===== src/rtl/acc_cpu_core.sv =====
// acc_cpu_core: multicycle accumulator CPU with one shared req/ack memory.
// Ports: clk, reset (async, active-low); mem_req/mem_we/mem_addr/mem_wdata
// out, mem_rdata/mem_ack in; pc/acc/halted/illegal debug outputs.
// Option ACC_CPU_CARRY_EN adds a carry flag output and the JC opcode (9).
module acc_cpu_core #(
  parameter int DATA_W = 16,
  parameter int ADDR_W = 8,
  parameter int OP_W   = 8,
  parameter logic [ADDR_W-1:0] RESET_PC = '0
) (
  input  logic              clk,
  input  logic              reset,
  output logic              mem_req,
  output logic              mem_we,
  output logic [ADDR_W-1:0] mem_addr,
  output logic [DATA_W-1:0] mem_wdata,
  input  logic [DATA_W-1:0] mem_rdata,
  input  logic              mem_ack,
  output logic [ADDR_W-1:0] pc,
  output logic [DATA_W-1:0] acc,
  output logic              halted,
  output logic              illegal
`ifdef ACC_CPU_CARRY_EN
  ,
  output logic              carry
`endif
);

  typedef enum logic [2:0] {
    S_FETCH, S_DECODE, S_EXEC_RD, S_EXEC_WR, S_HALT
  } state_e;

  localparam logic [OP_W-1:0] OP_NOP  = OP_W'(0);
  localparam logic [OP_W-1:0] OP_HALT = OP_W'(1);
  localparam logic [OP_W-1:0] OP_ADD  = OP_W'(3);
  localparam logic [OP_W-1:0] OP_ST   = OP_W'(4);
  localparam logic [OP_W-1:0] OP_LD   = OP_W'(5);
  localparam logic [OP_W-1:0] OP_JMP  = OP_W'(6);
  localparam logic [OP_W-1:0] OP_SUB  = OP_W'(7);
  localparam logic [OP_W-1:0] OP_JZ   = OP_W'(8);

  state_e            state_q, state_d;
  logic [ADDR_W-1:0] pc_q, pc_d;
  logic [DATA_W-1:0] acc_q, acc_d;
  logic [DATA_W-1:0] ir_q, ir_d;
  logic              halted_q, halted_d;
  logic              illegal_q, illegal_d;

  logic [OP_W-1:0]   op;
  logic [ADDR_W-1:0] opd;
  logic is_nop, is_halt, is_add, is_st, is_ld;
  logic is_jmp, is_sub, is_jz;

  assign op      = ir_q[DATA_W-1 -: OP_W];
  assign opd     = ir_q[ADDR_W-1:0];
  assign is_nop  = (op == OP_NOP);
  assign is_halt = (op == OP_HALT);
  assign is_add  = (op == OP_ADD);
  assign is_st   = (op == OP_ST);
  assign is_ld   = (op == OP_LD);
  assign is_jmp  = (op == OP_JMP);
  assign is_sub  = (op == OP_SUB);
  assign is_jz   = (op == OP_JZ);

`ifdef ACC_CPU_CARRY_EN
  localparam logic [OP_W-1:0] OP_JC = OP_W'(9);
  logic              carry_q, carry_d;
  logic              is_jc;
  logic [DATA_W:0]   add_w, sub_w;
  assign is_jc = (op == OP_JC);
  // Top bit is the carry-out for add and the borrow for subtract.
  assign add_w = {1'b0, acc_q} + {1'b0, mem_rdata};
  assign sub_w = {1'b0, acc_q} - {1'b0, mem_rdata};
  assign carry = carry_q;
`endif

  always_ff @(posedge clk or negedge reset) begin
    if (!reset) begin
      state_q   <= S_FETCH;
      pc_q      <= RESET_PC;
      acc_q     <= '0;
      ir_q      <= '0;
      halted_q  <= 1'b0;
      illegal_q <= 1'b0;
`ifdef ACC_CPU_CARRY_EN
      carry_q   <= 1'b0;
`endif
    end else begin
      state_q   <= state_d;
      pc_q      <= pc_d;
      acc_q     <= acc_d;
      ir_q      <= ir_d;
      halted_q  <= halted_d;
      illegal_q <= illegal_d;
`ifdef ACC_CPU_CARRY_EN
      carry_q   <= carry_d;
`endif
    end
  end

  always_comb begin
    state_d   = state_q;
    pc_d      = pc_q;
    acc_d     = acc_q;
    ir_d      = ir_q;
    halted_d  = halted_q;
    illegal_d = illegal_q;
`ifdef ACC_CPU_CARRY_EN
    carry_d   = carry_q;
`endif
    unique case (state_q)
      S_FETCH: begin
        if (mem_ack) begin
          ir_d    = mem_rdata;
          pc_d    = pc_q + 1'b1;
          state_d = S_DECODE;
        end
      end
      S_DECODE: begin
        state_d = S_FETCH;
        unique case (1'b1)
          is_nop: ;
          is_halt: begin
            halted_d = 1'b1;
            state_d  = S_HALT;
          end
          is_add, is_ld, is_sub: state_d = S_EXEC_RD;
          is_st:  state_d = S_EXEC_WR;
          is_jmp: pc_d = opd;
          is_jz: begin
            if (acc_q == '0) pc_d = opd;
          end
`ifdef ACC_CPU_CARRY_EN
          is_jc: begin
            if (carry_q) pc_d = opd;
          end
`endif
          default: illegal_d = 1'b1;
        endcase
      end
      S_EXEC_RD: begin
        if (mem_ack) begin
          unique case (1'b1)
`ifdef ACC_CPU_CARRY_EN
            is_add: begin
              acc_d   = add_w[DATA_W-1:0];
              carry_d = add_w[DATA_W];
            end
            is_sub: begin
              acc_d   = sub_w[DATA_W-1:0];
              carry_d = sub_w[DATA_W];
            end
`else
            is_add: acc_d = acc_q + mem_rdata;
            is_sub: acc_d = acc_q - mem_rdata;
`endif
            default: acc_d = mem_rdata;
          endcase
          state_d = S_FETCH;
        end
      end
      S_EXEC_WR: begin
        if (mem_ack) state_d = S_FETCH;
      end
      default: ;
    endcase
  end

  // Gated by reset so the bus drops the instant reset asserts,
  // even though the state register already reads FETCH.
  always_comb begin
    mem_req   = 1'b0;
    mem_we    = 1'b0;
    mem_addr  = '0;
    mem_wdata = '0;
    if (reset) begin
      mem_wdata = acc_q;
      unique case (state_q)
        S_FETCH: begin
          mem_req  = 1'b1;
          mem_addr = pc_q;
        end
        S_EXEC_RD: begin
          mem_req  = 1'b1;
          mem_addr = opd;
        end
        S_EXEC_WR: begin
          mem_req  = 1'b1;
          mem_we   = 1'b1;
          mem_addr = opd;
        end
        default: ;
      endcase
    end
  end

  assign pc      = pc_q;
  assign acc     = acc_q;
  assign halted  = halted_q;
  assign illegal = illegal_q;

endmodule


===== config.mk =====
export PLATFORM = sky130hd
export DESIGN_NAME = acc_cpu_core
export DESIGN_NICKNAME = d
export VERILOG_FILES = /design/src/rtl/acc_cpu_core.sv
export SDC_FILE = /design/constraint.sdc
export NUM_CORES = 1
export LEC_CHECK = 0
export ABC_AREA = 1
export BUFFER_PORTS_ARGS = -buffer_cell sky130_fd_sc_hd__buf_4
export CELL_PAD_IN_SITES_DETAIL_PLACEMENT = 2
export CELL_PAD_IN_SITES_GLOBAL_PLACEMENT = 2
export CORE_MARGIN = 8
export CORE_UTILIZATION = 25
export CTS_BUF_LIST = sky130_fd_sc_hd__clkbuf_8
export DETAILED_ROUTE_END_ITERATION = 10
export PLACE_DENSITY = 0.84
export SETUP_SLACK_MARGIN = 0.4
export SYNTH_ARGS = -nofsm -noshare
export SYNTH_HDL_FRONTEND = slang
export SYNTH_SLANG_ARGS = --single-unit

===== constraint.sdc =====
create_clock -name clk -period 2.2 [get_ports clk]
set_input_delay 0.33 -clock clk [delete_from_list [all_inputs] [get_ports clk]]
set_output_delay 0.33 -clock clk [all_outputs]
set_load 0.01 [all_outputs]

======== Word-level counts from Yosys, hierarchy flattened ========
Index checks and enable logic that the tools add are counted.
storage, ports and cells
  memory bits (writable) .................. 0
  memories kept ........................... 0
  latch bits .............................. 0
  input port bits ......................... 19
  memory bits (read-only) ................. 0
  output and inout port bits .............. 52
  bits in registers ....................... 45
  logic and storage cells ................. 55
cells by class
  bitwise gates (word level) .............. 1
  equality and inequality tests ........... 14
  div/mod/pow operators ................... 0
  shift-type cells ........................ 0
  $add $sub $neg .......................... 3
  reduce and logical (&&, ||, !) cells .... 15
  magnitude comparators ................... 0
  multipliers ............................. 0
  muxes and demuxes ....................... 16
operators with widths
  cell                                                                    number
  8-bit one-hot mux with 2 select lines                                   3
  8-bit by 3-bit equality test with 1-bit output (second input constant)  4
  16-bit one-hot mux with 2 select lines                                  1
  8-bit two-way mux                                                       3
  3-bit one-hot mux with 3 select lines                                   2
  16-bit adder                                                            1
  16-bit logical NOT                                                      1
  16-bit two-way mux                                                      1
  16-bit subtractor                                                       1
  8-bit by 1-bit adder with 8-bit output (second input constant)          1
  8-bit by 1-bit equality test with 1-bit output (second input constant)  1
  8-bit by 2-bit equality test with 1-bit output (second input constant)  1
  8-bit by 4-bit equality test with 1-bit output (second input constant)  1
  8-bit logical NOT                                                       1
  2-bit AND reduction                                                     4
  8-bit OR reduction                                                      1
  3-bit by 2-bit equality test with 1-bit output (second input constant)  2
  3-bit two-way mux                                                       2
  3-bit inequality test (second input constant)                           2
  3-bit OR reduction                                                      2
  1-bit two-way mux                                                       4
  4-bit AND reduction                                                     1
  3-bit by 1-bit equality test with 1-bit output (second input constant)  1
  3-bit logical NOT                                                       1
  other kinds (7)                                                         7

======== Depth between registers and ports, before layout ========
  depth after elaboration ................. 4
  gate-level depth with buffers ........... 22
  gate-level depth less buffers ........... 22

======== Worst setup path before layout ========
OpenSTA, ideal clock, no wires.
  kind .................................... input-to-reg
  start point ............................. input port mem_rdata[0]
  end point ............................... register acc_q[15] (netlist: acc[15])
  stages on the path ...................... 21
  data required time ...................... 2,084 ps
  path buffers ............................ 0
  arrival ................................. 2,376 ps
  path slack .............................. -293 ps
  library setup time ...................... 116 ps
  path through ............................ inv_1 > ha_1 > inv_1 > nor3_2 > nand4_1 > or2_4 > nand2_1 > xor2_1 > inv_1 > ha_1 > nand2_1 > inv_2 > nand2_1 > nor3_1 > nand2_1 > nand2_1 > nand3_1 > nand2_1 > nand2_1 > nand2_1 > nand2_1
on the way
  word-level cells in the longest chain between the ends .. 2
  elaborated cells on any way between the ends .. 3
  classes of those cells .................. add/sub (2); mux (1)
ends and longest elaborated chain
  element                                            RTL line  RTL
  start: declaration                                 17        input logic [DATA_W-1:0] mem_rdata,
  16-bit subtractor or 16-bit adder (tied branches)  155, 154
  16-bit one-hot mux with 2 select lines (*)         143       unique case (1'b1)
  end signal: assignment                             81        acc_q <= '0;
  end signal: assignment                             91        acc_q <= acc_d;
  end: declaration                                   44        logic [DATA_W-1:0] acc_q, acc_d;
Mark *: on every way between the ends. The rest lies on a longest branch, timed or not.
A chain may end at the register's enable or synchronous reset.

======== Final worst setup path ========
  start point ............................. register ir_q[13]
  end point ............................... register acc_q[9] (netlist: acc[9])
on the way
  word-level cells in the longest chain between the ends .. 2
  elaborated cells on any way between the ends .. 3
  classes of those cells .................. eq/ne (2); mux (1)
ends and longest elaborated chain
  element                                                                                                           RTL line  RTL
  start: declaration                                                                                                45        logic [DATA_W-1:0] ir_q, ir_d;
  start signal: assignment                                                                                          92        ir_q <= ir_d;
  8-bit by 3-bit equality test with 1-bit output or 8-bit by 2-bit equality test with 1-bit output (tied branches)  62, 58
  16-bit one-hot mux with 2 select lines (*)                                                                        143
Marks and branches as above.

==> results.json <==
{
  "run_status": "finished, violations left",
  "violations": "setup timing",
  "grt_pass1_wl_um": 31200,
  "grt_max_degree": 35,
  "start_util_pct": 25.6,
  "syn_inst": 579,
  "die_w_um": 138,
  "drv_cap": 0,
  "grt-ovfl-total": 0,
  "wl_per_cell_um": 25.2,
  "firstDrtPassIters": 4,
  "p_leak_nw": 3.20,
  "tritoncts": "yes",
  "drt_iter0_drc": 207,
  "synth_cell_types": 41,
  "fmax_mhz": 346,
  "dp.final_hpwl_um": 13600,
  "drv_slew": 0,
  "port_buffers": 70,
  "synthFlopType": "dfrtp_1",
  "rows": 44,
  "grt_pass1_vias": 5405,
  "setup_slack_ns": -0.689,
  "ant_nets": 0,
  "place.gp.congestion": 0.992,
  "worstMarginPinSlew_ns": 0.461,
  "clk_latency_ns": 0.36,
  "powerDensity_mw_per_mm2": 1470,
  "diodes": 0,
  "async_flop_share_pct": 100,
  "final_core_util_pct": 42.7,
  "clock_sinks": 45,
  "fin_area_mm2": 0.00620,
  "hold_violations": 0,
  "routed_wl_um": 23500,
  "tns_ns": -6.44,
  "core_mm2": 0.0145,
  "setup_viol": 14,
  "netlist.area_leader.share_pct": 30.2,
  "irDropWorstVdd_v": 0.000518,
  "cts_inserted_buffers": 5,
  "grt_util_all_layers_pct": 20.4,
  "viasPerCell": 5.24,
  "syn_avg_cell_area_um2": 6.44,
  "ioPinCount": 71,
  "ys_seq_area_share_pct": 30.2,
  "cp-start-kind": "flop",
  "synth.most_common_cell": "nand2_1",
  "syn2layout_area_growth_pct": 66.5,
  "ys_top_cells_by_count": "nand2_1 (183), inv_1 (77), nor2_1 (48)",
  "synth-seq-cells": 45,
  "htreeDepth": 2,
  "die_height_um": 138,
  "antenna_found_initial": 0,
  "synth.area.top_cells": "dfrtp_1 (30%), nand2_1 (18%), inv_1 (7.8%), a21oi_1 (5.9%), ha_1 (5.7%)",
  "r2r_end": "acc[9]",
  "r2r_setup_slack_ns": -0.69,
  "synth_edf_count": 0,
  "synth_nets": 616,
  "dieArea_mm2": 0.0191,
  "placed_area_mm2": 0.00503,
  "power.total_mw": 9.09,
  "crit_fanout": 7,
  "drive_gt1_share_pct": 45.8,
  "crit_arrival_ns": 3.13,
  "synth_area_mm2": 0.00373,
  "hold_path.class": "input pin to asynchronous set/reset pin",
  "finClkSkew_ns": 0.0259,
  "ys_warn_count": 0,
  "yosys.area.top_type": "dfrtp_1",
  "finalCritPeriodShare_pct": 131,
  "crit_required_ns": 2.44,
  "ff2ff_path_depth": 16,
  "fill_cells": 1651,
  "path_clk_slew_ns": 0.13,
  "fin_nets": 783,
  "critPathKind": "flop to flop",
  "relSlewSlack_pct": 69.0,
  "vias": 4878,
  "fin_crit_ns": 2.89,
  "drc": 0,
  "timing.rr.start": "ir_q[13]",
  "clk_path_buf_depth": 2,
  "worstSetupEndpointType": "flop",
  "rsz0062_at_grt": "yes",
  "cts_root_buf": "clkbuf_8"
}
==> stage by stage <==
| stage | std cells | worst slack [ns] | hold WS (ns) |
|---|---|---|---|
| 4_1_cts | 911 | -0.331 | 0.0478 |
| 5_1_grt | 931 | -0.758 | 0.0602 |
| 3_3_place_gp | 887 | -0.489 | 0.196 |
| 6_report | 931 | -0.689 | 0.0527 |
| 2_1_floorplan | 579 | -0.132 | 0.0344 |
| 3_5_place_dp | 887 | -0.720 | 0.200 |
==> worst max-delay path, cell delays in order, from the launching register on <==
cell     delay (ns)
dfrtp_1        0.39
inv_2          0.07
nand2_2        0.07
nor2_4         0.16
nand2_4        0.14
buf_4          0.17
nand2_1        0.09
xor2_1         0.19
inv_2          0.10
ha_4           0.34
nand2_4        0.08
nor2_2         0.26
nand3_1        0.23
nand4_1        0.16
nand3_1        0.11
nand2_1        0.13
nand2_1        0.07
==> repair_timing <==
action	in CTS	in global routing
gates resized for setup	75	96
hold buffers	1	0
cloned	0	2
pin swaps	38	62
hold endpoints to repair	3	0
setup buffers	15	18
setup endpoints to repair	33	34
==> report_power, final <==
group	internal, mW	total, mW	switching [mW]
Clock	0.459	0.856	0.397
Sequential	1.21	1.87	0.650
Combinational	2.63	6.37	3.74
Total	4.30	9.09	4.78
==> cell usage in the layout (no fill, tap or decap), drive strengths merged <==
cell type and count:
a21o 1, a21oi 44, a221oi 1, a31o 2, a41oi 1, and2 1, buf 169, bufinv 2
clkbuf 6, clkinv 2, dfrtp 45, dlygate4sd3 1, fa 1, ha 17, inv 92, nand2 186
nand3 29, nand3b 2, nand4 8, nor2 51, nor3 10, nor4 2, o211ai 1, o21a 2
o21ai 46, o21bai 1, o22ai 1, or2 3, xnor2 2, xor2 18
==> cell type report <==
class / instances / area [µm²] / area share (%)
clock buffer: 5 / 68.8 / 1.11
clock inverter: 3 / 68.8 / 1.11
inverter: 93 / 389 / 6.27
multi-input combinational: 430 / 2910 / 47.0
sequential: 45 / 1130 / 18.2
tap: 184 / 230 / 3.71
timing repair buffer: 171 / 1410 / 22.7
==> layer usage <==
metal,global-route usage (%),share of wire (%)
met1,21.1,37
met2,38.4,51
met3,3.63,5.7
met4,10.3,6.3
met5,0,0
==> state kept, by name, indices dropped and copies added (netlist names) <==
register / cells
illegal: 1
pc: 8
ir_q: 16
state_q: 3
halted: 1
acc: 16
==> cell families after synthesis <==
family	synth area share (%)
xor+xnor	4.70
buf+inv	11.0
fa+ha+maj	6.25
compound gates	14.5
flops	30.2
simple gates	33.3
==> worst max-delay path by stage <==
| stage | startpoint | to | slack, ns |
|---|---|---|---|
| 2_1_floorplan | mem_rdata[0] | acc[13] | -0.13 |
| 3_3_place_gp | mem_rdata[0] | acc[13] | -0.49 |
| 3_5_place_dp | mem_rdata[0] | acc[15] | -0.72 |
| 4_1_cts | ir_q[14] | acc[15] | -0.33 |
| 5_1_grt | ir_q[13] | acc[15] | -0.76 |
| 6_report | ir_q[13] | acc[9] | -0.69 |
(Power assumes the default switching activity.)
